===== config.mk =====
export PLATFORM = sky130hd
export DESIGN_NAME = panda_alu_arbiter
export DESIGN_NICKNAME = d
export VERILOG_FILES = /design/src/rtl/panda_alu_arbiter.sv
export SDC_FILE = /design/constraint.sdc
export NUM_CORES = 1
export LEC_CHECK = 0
export BUFFER_PORTS_ARGS = -buffer_cell sky130_fd_sc_hd__buf_2
export CAP_MARGIN = 5
export CORE_MARGIN = 8
export CORE_UTILIZATION = 35
export DETAILED_ROUTE_END_ITERATION = 7
export PLACE_DENSITY = 0.77
export SYNTH_ARGS = -nofsm -noshare
export SYNTH_HDL_FRONTEND = slang
export SYNTH_SLANG_ARGS = --single-unit

===== constraint.sdc =====
create_clock -name clk_i -period 2.6 [get_ports clk_i]
set_input_delay 0.39 -clock clk_i [delete_from_list [all_inputs] [get_ports clk_i]]
set_output_delay 0.39 -clock clk_i [all_outputs]
set_load 0.005 [all_outputs]

===== src/rtl/panda_alu_arbiter.sv =====
// panda_alu_arbiter
//   Shares one combinational ALU between NumReq requesters. A round-robin
//   grant picks one valid requester per cycle. That requester's operator and
//   operands drive the ALU in the same cycle. The ALU result, tagged with the
//   requester index, is written into a small response FIFO. The FIFO drains
//   through a valid/ready response channel.
//
// Ports
//   clk_i, rst_i          clock, synchronous active-high reset
//   req_valid_i/ready_o   per-requester handshake (ready is one-hot or zero)
//   req_operator_i        NumReq x OpW, packed with requester 0 in the low bits
//   req_operand_a_i/b_i   NumReq x 32, packed with requester 0 in the low bits
//   rsp_valid_o/ready_i   response handshake for the FIFO head
//   rsp_id_o/result_o     requester index and ALU result of the FIFO head
//   alu_operator_o        operator to the shared ALU
//   alu_operand_a_o/b_o   operands to the shared ALU
//   alu_result_i          combinational result returned by the shared ALU
module panda_alu_arbiter #(
  parameter int NumReq   = 2,
  parameter int RspDepth = 2,
  parameter int OpW      = 4,
  parameter int IdW      = $clog2(NumReq)
) (
  input  logic                  clk_i,
  input  logic                  rst_i,
  input  logic [NumReq-1:0]     req_valid_i,
  output logic [NumReq-1:0]     req_ready_o,
  input  logic [NumReq*OpW-1:0] req_operator_i,
  input  logic [NumReq*32-1:0]  req_operand_a_i,
  input  logic [NumReq*32-1:0]  req_operand_b_i,
  output logic                  rsp_valid_o,
  input  logic                  rsp_ready_i,
  output logic [IdW-1:0]        rsp_id_o,
  output logic [31:0]           rsp_result_o,
  output logic [OpW-1:0]        alu_operator_o,
  output logic [31:0]           alu_operand_a_o,
  output logic [31:0]           alu_operand_b_o,
  input  logic [31:0]           alu_result_i
);
  localparam int PtrW = (RspDepth > 1) ? $clog2(RspDepth) : 1;
  localparam int CntW = $clog2(RspDepth + 1);

  localparam logic [OpW-1:0]  ALU_ADD   = '0;
  localparam logic [IdW-1:0]  LAST_ID   = IdW'(NumReq - 1);
  localparam logic [PtrW-1:0] LAST_PTR  = PtrW'(RspDepth - 1);
  localparam logic [CntW-1:0] DEPTH_C   = CntW'(RspDepth);
  localparam logic [IdW:0]    NUM_REQ_C = (IdW + 1)'(NumReq);

  logic [IdW-1:0]  prio_q, prio_d;
  logic [PtrW-1:0] wptr_q, wptr_d;
  logic [PtrW-1:0] rptr_q, rptr_d;
  logic [CntW-1:0] cnt_q, cnt_d;
  logic [IdW-1:0]  mem_id_q  [RspDepth];
  logic [IdW-1:0]  mem_id_d  [RspDepth];
  logic [31:0]     mem_res_q [RspDepth];
  logic [31:0]     mem_res_d [RspDepth];

  logic [IdW:0]    cand;
  logic            gnt_found;
  logic [IdW-1:0]  gnt_idx;
  logic            space;
  logic            push;
  logic            pop;

  // Round-robin search: walk upward from prio and wrap. The candidate gets
  // one spare bit so that prio + offset cannot overflow before the wrap.
  always_comb begin
    gnt_found = 1'b0;
    gnt_idx   = '0;
    cand      = '0;
    for (int i = 0; i < NumReq; i++) begin
      cand = {1'b0, prio_q} + (IdW + 1)'(i);
      if (cand >= NUM_REQ_C) cand = cand - NUM_REQ_C;
      if (!gnt_found && req_valid_i[cand[IdW-1:0]]) begin
        gnt_found = 1'b1;
        gnt_idx   = cand[IdW-1:0];
      end
    end
  end

  // Space uses the count at the start of the cycle. A pop in the same cycle
  // does not make room, so rsp_ready_i never reaches the request side.
  assign space = (cnt_q < DEPTH_C);
  assign push  = gnt_found & space & ~rst_i;
  assign pop   = rsp_valid_o & rsp_ready_i & ~rst_i;

  always_comb begin
    req_ready_o     = '0;
    alu_operator_o  = ALU_ADD;
    alu_operand_a_o = '0;
    alu_operand_b_o = '0;
    if (push) req_ready_o[gnt_idx] = 1'b1;
    for (int i = 0; i < NumReq; i++) begin
      if (push && (gnt_idx == IdW'(i))) begin
        alu_operator_o  = req_operator_i[i*OpW +: OpW];
        alu_operand_a_o = req_operand_a_i[i*32 +: 32];
        alu_operand_b_o = req_operand_b_i[i*32 +: 32];
      end
    end
  end

  // FIFO storage holds data only and is not reset; count and pointers
  // decide what is valid.
  always_comb begin
    mem_id_d  = mem_id_q;
    mem_res_d = mem_res_q;
    if (push) begin
      mem_id_d[wptr_q]  = gnt_idx;
      mem_res_d[wptr_q] = alu_result_i;
    end
  end

  always_ff @(posedge clk_i) begin
    mem_id_q  <= mem_id_d;
    mem_res_q <= mem_res_d;
  end

  // The pointers wrap by compare-and-reset, so depths that are not a power
  // of two work as well.
  always_comb begin
    prio_d = prio_q;
    wptr_d = wptr_q;
    rptr_d = rptr_q;
    cnt_d  = cnt_q;
    if (push) begin
      prio_d = (gnt_idx == LAST_ID) ? '0 : gnt_idx + IdW'(1);
      wptr_d = (wptr_q == LAST_PTR) ? '0 : wptr_q + PtrW'(1);
    end
    if (pop) rptr_d = (rptr_q == LAST_PTR) ? '0 : rptr_q + PtrW'(1);
    case ({push, pop})
      2'b10:   cnt_d = cnt_q + CntW'(1);
      2'b01:   cnt_d = cnt_q - CntW'(1);
      default: cnt_d = cnt_q;
    endcase
  end

  always_ff @(posedge clk_i) begin
    if (rst_i) begin
      prio_q <= '0;
      wptr_q <= '0;
      rptr_q <= '0;
      cnt_q  <= '0;
    end else begin
      prio_q <= prio_d;
      wptr_q <= wptr_d;
      rptr_q <= rptr_d;
      cnt_q  <= cnt_d;
    end
  end

  assign rsp_valid_o  = (cnt_q != '0);
  assign rsp_id_o     = mem_id_q[rptr_q];
  assign rsp_result_o = mem_res_q[rptr_q];

endmodule


# [Yosys cells after proc, flatten, opt, wreduce, memory -nomap -nowiden]
# Cells that the tools add are included.
[totals] regBits=71 elab_cells=79
[op_classes] n_mux=35 n_eq_ne=2 magnitude_cmp=10 reduce_logical=8 addsub=8 bitwise_logic=8
[ops] operator="two-way mux 32 bit" n=8
[ops] operator="bitwise mux 64 bit" n=1
[ops] operator="demux 32 bit (select 1 bit)" n=1
[ops] operator="two-way mux 1 bit" n=18
[ops] operator="two-way mux 4 bit" n=2
[ops] operator=">= comparator 2 bit (second input constant)" n=3
[ops] operator="less-than comparator 1 x 2 -> 1 bit (second input constant)" n=3
[ops] operator="logical AND 1 bit" n=5
[ops] operator="AND 1 bit" n=4
[ops] operator="NOT 1 -> 2 bit" n=2
[ops] operator="one-hot mux 2 bit (2 select lines)" n=1
[ops] operator="nonzero test 2 bit" n=2
[ops] operator="adder 1 bit (second input constant)" n=3
[ops] operator="adder 1 x 1 -> 2 bit (second input constant)" n=1
[ops] operator="adder 2 x 1 -> 2 bit (second input constant)" n=1
[ops] operator="bitwise mux 2 bit" n=1
[ops] operator="demux 1 bit (select 1 bit)" n=2
[ops] operator="== test 2 x 1 -> 1 bit (second input constant)" n=1
[ops] operator="== test 2 bit (second input constant)" n=1
[ops] operator=">= comparator 1 x 2 -> 1 bit (second input constant)" n=1
[ops] operator="less-than comparator 2 x 1 -> 1 bit (second input constant)" n=1
[ops] operator="less-than comparator 2 bit (second input constant)" n=1
[ops] operator="two-way mux 2 bit" n=1
[ops] operator="NOT 1 bit" n=2
[ops] operator="4 further kinds" n=5

# [Depth between registers and ports, before layout]
# Gate-level depths: netlist of the first run.
[depth] word_depth=13 ltp_mapped=7

# [Worst setup path before layout of the first run]
# No wires, ideal clock.
[synth_path] kind="input to register" from="input port rst_i" to="register mem_id_q[0] (netlist name), enable pin" t_required_ns=2.177 slack_ns=0.011 setup_time_ns=0.423 cell_stages=4 arrival_time_ns=2.166 cell_sequence="buf_2 nor2_1 o21ai_0 nor2_1"
[synth_via] elab_chain_len=2
[synth_lines] item="start, declared" line="25" text="input logic rst_i,"
[synth_lines] item="NOT 1 bit" line="84" text="assign push = gnt_found & space & ~rst_i;"
[synth_lines] item="AND 1 bit" line="84"
[synth_lines] item="end signal, assigned" line="114" text="mem_id_q <= mem_id_d;"
[synth_lines] item="end, declared" line="53" text="logic [IdW-1:0] mem_id_q [RspDepth];"
# No other way between the ends.
# A chain may end at the register's enable or synchronous reset.

# [Worst setup path after layout of the first run]
[layout_path] from="register cnt_q[1]" to="output port alu_operand_b_o[8]"
[layout_via] elab_chain_len=6 elab_cells_between_ends=7 classes_between="1 x order compare; 2 x mux; 2 x bitwise; 2 x reduce/logical"
[layout_lines] item="start, declared" line="52" text="logic [CntW-1:0] cnt_q, cnt_d;"
[layout_lines] item="start signal, assigned" line="147" text="cnt_q <= cnt_d;"
[layout_lines] item="less-than comparator 2 bit *" line="83" text="assign space = (cnt_q < DEPTH_C);"
[layout_lines] item="AND 1 bit * (2 in series)" line="84"
[layout_lines] item="logical AND 1 bit" line="94" text="if (push && (gnt_idx == IdW'(i))) begin"
[layout_lines] item="two-way mux 32 bit" line="94"
[layout_lines] item="two-way mux 32 bit *" line="94"
[layout_lines] item="end, declared" line="37" text="output logic [31:0] alu_operand_b_o,"
# Every way passes the cells marked *; elsewhere a longest branch is shown, timed or not.

==> results.toml, run 1 <==
[power]
peakVddDrop_uv = 272.1
comb_power_share_pct = 28.4
p_int_w = 0.002140
total_power_w = 0.002987
p_clk_share_pct = 25.5
power.share.sequential_pct = 46.1
p_leak_nw = 2.399
swShare_pct = 28.36
powerDensity_nw_per_um2 = 595.0
power_switching_w = 0.0008470

[worst_setup_path]
cp_cell_sequence = "or2_4 -> a211oi_4 -> buf_4 -> a22o_1 -> buf_2"
cp.buffers_inverters = 2
crit_path_end_kind = "output pin"
cp_max_fo = 31
worstPathArrival_ns = 2.01
crit_path_start_kind = "register"
slowest_stage = "dfxtp_1"
crit_type = "register to output pin"
crit_family = "compound AO/OA/AOI/OAI gates"
cpPeakStageDelay_ns = 0.37
worst_ep_required_time_ns = 2.21

[clocking]
cts_hold_buf = 0
cts_tree = "done"
clk_pin_slew_worst_paths_ns = 0.08
clk_path_buf_depth = 2
numCtsBuffers = 9
clock-sinks = 71
cts_resized = 0
cts_setup_buffers = 0
clkLatencyLatePin_ns = 0.34
clockRootBuffer = "clkbuf_8"
htree_levels = 3

[yosys]
synth-edff-count = 66
synthArstFlopShare_pct = 0
synthDistinctLibCells = 23
ys.warnings.count = 0
syn_nets = 396
ys_ff_latch = 71
syn_area_um2 = 3322
synthFlopType = "edfxtp_1"
avgSynthCellArea_um2 = 14.96
synthCells = 222
ys_seq_area_share_pct = 62.67

[final_layout]
drive_above_1_share_pct = 67.06
final_common_cell = "buf_2"
diodes = 0
layout_common_cells = "buf_2 (276), a22o_1 (68), edfxtp_1 (66)"
nets = 673
final_core_util_pct = 54.33
final_area_um2 = 5020
syn_to_final_growth_pct = 51.11
fillers = 825

[grt]
track_usage_pct = 19.75
grt_pass1_wl_mm = 19.13
overflow = 0
grt_pass1_vias = 3358
grt_start_max_net_pins = 44
antenna_found_initial = 2

[timing]
skew_ns = 0.008820
finalHoldViolCount = 0
grt_setup_unrepaired = "false"
slew_headroom_pct = 70.73
worst_pin_slew_ns = 0.4344
drv_slew = 0
fmaxAchievable_mhz = 417.3
period_share_pct = 92.18
setup_tns_ns = 0
period_needed_ns = 2.397
setup_violations = 0

[detailed_routing]
dr.pass1.iters = 5
wl_mm = 13.46
wl_per_cell_um = 21.26
via_per_inst = 4.945
drc = 0
drt_iter0_drc = 176
ant_nets = 0
vias = 3130

[outcome]
status = "finished, final reports clean"

[placed_design]
place_area_um2 = 4848
dp_hpwl_mm = 11.23
gp_congestion = 0.8668
numPortBuffers = 276

[die]
dieArea_um2 = 12870
core-area_um2 = 9240
rows = 35
die_h_um = 113.4
dieWidth_um = 113.4
start_util_pct = 35.95
top_level_ports = 277

[flow_run]
cap_violations = 0

[min_path]
min_path_type = "input pin to register"
## worst paths after layout
| check | slack (ns) | start | cells past startpoint | end |
|---|---|---|---|---|
| setup reg to reg | 0.86 | cnt_q[1]$_SDFFE_PP0P_ | 4 | mem_res_q[63]$_DFFE_PP_ |
| hold reg to reg | 0.52 | wptr_q$_SDFFE_PP0N_ | 2 | wptr_q$_SDFFE_PP0N_ |
| setup / recovery | 0.20 | cnt_q[1]$_SDFFE_PP0P_ | 5 | alu_operand_b_o[8] |
| hold / removal | 0.24 | alu_result_i[2] | 1 | mem_res_q[2]$_DFFE_PP_ |
## cell usage after synthesis (2+ instances only)
master	number	area (um^2)
clkbuf_1	8	30.03
buf_2	7	35.03
mux2_2	33	371.6
o21ai_0	5	25.02
buf_1	2	7.510
edfxtp_1	66	1982
a22o_1	68	595.6
nor2_1	6	22.52
inv_1	4	15.01
dfxtp_1	5	100.1
or3_1	2	12.51
xor2_1	2	17.52
a21oi_1	4	20.02
## through the flow
stage,setup slack (ns),hold slack (ns),instances
after floorplan,0.01085,0.4627,222
after global placement,0.4132,0.4809,617
after detailed placement,0.4093,0.5043,617
after CTS,0.1869,0.2163,633
after global routing,0.1003,0.2160,633
final,0.2034,0.2370,633
## power by group through the flow
stage / clock [W] / combinational (W) / sequential, W
after floorplan: 0 / 0.000420 / 0.00139
final: 0.000762 / 0.000849 / 0.00138
after detailed placement: 0 / 0.000858 / 0.00140
after global routing: 0.000819 / 0.000921 / 0.00138
after CTS: 0.000778 / 0.000861 / 0.00138
after global placement: 0 / 0.000847 / 0.00140
## final cells by class
| type | instances | area [um^2] | share of cell area (%) |
|---|---|---|---|
| Clock buffer | 9 | 123.9 | 2.468 |
| Clock inverter | 7 | 47.55 | 0.9472 |
| Inverter | 5 | 18.77 | 0.3739 |
| Multi-Input combinational cell | 127 | 1137 | 22.66 |
| Sequential cell | 71 | 2082 | 41.48 |
| Tap cell | 129 | 161.4 | 3.215 |
| Timing Repair Buffer | 285 | 1449 | 28.86 |
## worst reg2reg max path: stages (launching register included)
cell and delay [ns]:
dfxtp_1 0.37, or2_4 0.29, or3_1 0.37, inv_1 0.09, buf_4 0.29
## sequential cells by signal, indices dropped and copies added, names as in the netlist
signal / count
rptr_q: 1
mem_id_q: 2
cnt_q: 2
wptr_q: 1
prio_q: 1
mem_res_q: 64
## per-layer routing
layer | GRT usage (%) | part of all wire, %
met5 | 0 | 0.13
met4 | 5.329 | 1.6
met3 | 7.607 | 8.3
met2 | 35.75 | 52
met1 | 20.94 | 38
## cell families (layout without fill, tap and decap cells)
group	count (synthesis)	count (layout)	synth area share (%)
compound gates	78	78	19.89
flops	71	71	62.67
mux	33	33	11.19
buf+inv	24	306	3.314
simple gates	12	12	1.770
xor+xnor	3	3	0.7911
fa+ha+maj	1	1	0.3766
Note: power is estimated with default switching activity, not from simulation.
==> run 2: changes to the inputs <==
GPL_TIMING_DRIVEN = 0   (was unset)
HOLD_SLACK_MARGIN = 0.1   (was unset)
==> run 2 against run 1 <==
Register-to-register slack got worse by 0.24 ns; critical path depth increased by 1; wire length decreased by 3.6%; largest power group unchanged; sequential share of layout area decreased by 0.99 points; clock-buffer cell count increased by 1; sequential power about the same; clock skew decreased by 0.0011 ns.
==> results.toml, run 2 (synthesized netlist as in run 1, its figures left out) <==
[timing]
worst_pin_slew_ns = 0.5817
drv_slew = 0
period_needed_ns = 2.422
grt_setup_unrepaired = "false"
fmaxAchievable_mhz = 412.8
skew_ns = 0.007683
period_share_pct = 93.17
setup_violations = 0
slew_headroom_pct = 61.13
whs_ns = 0.2368
finalHoldViolCount = 0
setup_tns_ns = 0

[final_layout]
nets = 684
layout_common_cells = "buf_2 (282), a22o_1 (68), edfxtp_1 (66)"
final_common_cell = "buf_2"
largestRegisters = "mem_res_q: 64 flops, cnt_q: 2 flops, mem_id_q: 2 flops"
drive_above_1_share_pct = 65.44
final_area_um2 = 5142
largest-register = "mem_res_q"
fillers = 806
syn_to_final_growth_pct = 54.80
largest_reg_flops = 64
fin_cells = 647

[clocking]
numCtsBuffers = 9
clockRootBuffer = "clkbuf_8"
htree_levels = 3
clock-sinks = 71
cts_setup_buffers = 0
cts_resized = 0
clkLatencyLatePin_ns = 0.34
clk_pin_slew_worst_paths_ns = 0.08
cts_hold_buf = 0
clk_path_buf_depth = 2
cts_tree = "done"

[detailed_routing]
top_layer = "met5"
via_per_inst = 4.850
vias = 3138
routed-wl-met2_mm = 6.856
dr.pass1.iters = 4
met3_length_mm = 1.277
drt_iter0_drc = 247
drc = 0
wl_mm = 12.98
met1Wirelength_mm = 4.667
ant_nets = 0
wl_per_cell_um = 20.06

[die]
dieArea_um2 = 12870
top_level_ports = 277
dieWidth_um = 113.4
rows = 35
die_h_um = 113.4
core-area_um2 = 9240
start_util_pct = 35.95

[min_path]
holdPathStages = 1
hold_start = "alu_result_i[26]"
min_path_type = "input pin to register"

[worst_setup_path]
cp_max_fo = 10
rr_worst_depth = 4
cp_cell_sequence = "or2_4 -> a211oi_4 -> buf_4 -> buf_6 -> a22o_1 -> buf_2"
cp-startpoint = "cnt_q[1]$_SDFFE_PP0P_"
crit_family = "buffers and inverters"
cpPeakStageDelay_ns = 0.35
crit_path_end_kind = "output pin"
crit_path_start_kind = "register"
worst_ep_required_time_ns = 2.21
crit_type = "register to output pin"
path_depth = 6
cp.buffers_inverters = 3
worstPathArrival_ns = 2.03
slowest_stage = "dfxtp_1"
crit-reg2reg-launch = "cnt_q[1]$_SDFFE_PP0P_"

[placed_design]
numPortBuffers = 275
gp_congestion = 0.9510
dpl.cell_count = 627
dp_hpwl_mm = 11.01
place_area_um2 = 4895

[grt]
grt_pass1_vias = 3454
grt_pass1_wl_mm = 18.78
track_usage_pct = 19.16
grt_start_max_net_pins = 34
overflow = 0
antenna_found_initial = 5

[outcome]
status = "finished, final reports clean"

[power]
total_power_w = 0.003172
powerDensity_nw_per_um2 = 616.8
peakVddDrop_uv = 311.0
p_leak_nw = 2.449

[flow_run]
cap_violations = 0
## run 2: cell count changes in the layout (fill, tap and decap cells not counted), sizes merged
cell,change
buf,+3
bufinv,+2
clkbuf,+9
clkinv,-1
clkinvlp,-1
diode,+3
inv,-1
## run 2: per-stage QoR
step / utilization, % / setup WS [ns]
2_1_floorplan: - / 0.01085
4_1_cts: 55.26 / 0.1161
3_5_place_dp: 52.97 / 0.01186
3_3_place_gp: 52.59 / -0.7559
6_report: 55.65 / 0.1775
5_1_grt: 55.65 / 0.02854
## run 2: where the power goes
group / leakage [nW] / internal, W / switching (W)
Sequential: 0.653 / 0.00135 / 0.0000250
Combinational: 1.69 / 0.000457 / 0.000409
Clock: 0.102 / 0.000537 / 0.000396
Total: 2.45 / 0.00234 / 0.000829
## run 2: final timing paths
kind	endpoint	slack, ns
worst max register to register	mem_res_q[51]$_DFFE_PP_	0.62
worst max-delay path	alu_operand_a_o[8]	0.18
worst min register to register	prio_q$_SDFFE_PP0N_	0.50
worst min-delay path	mem_res_q[58]$_DFFE_PP_	0.24
## run 2: per-layer routing
layer	GRT usage (%)	up-vias
met5	0	-
met4	5.773	4
met3	8.611	15
met2	34.01	165
met1	19.88	1472
li1	-	1482
## run 2: final cells by class
type / instances / area [um^2] / area share (%)
Multi-Input combinational cell: 127 / 1137 / 22.12
Clock buffer: 10 / 127.6 / 2.482
Tap cell: 129 / 161.4 / 3.139
Clock inverter: 6 / 83.83 / 1.630
Sequential cell: 71 / 2082 / 40.49
Antenna cell: 3 / 7.507 / 0.1460
Inverter: 5 / 18.77 / 0.3650
Timing Repair Buffer: 277 / 1431 / 27.83
Buffer: 19 / 92.59 / 1.800
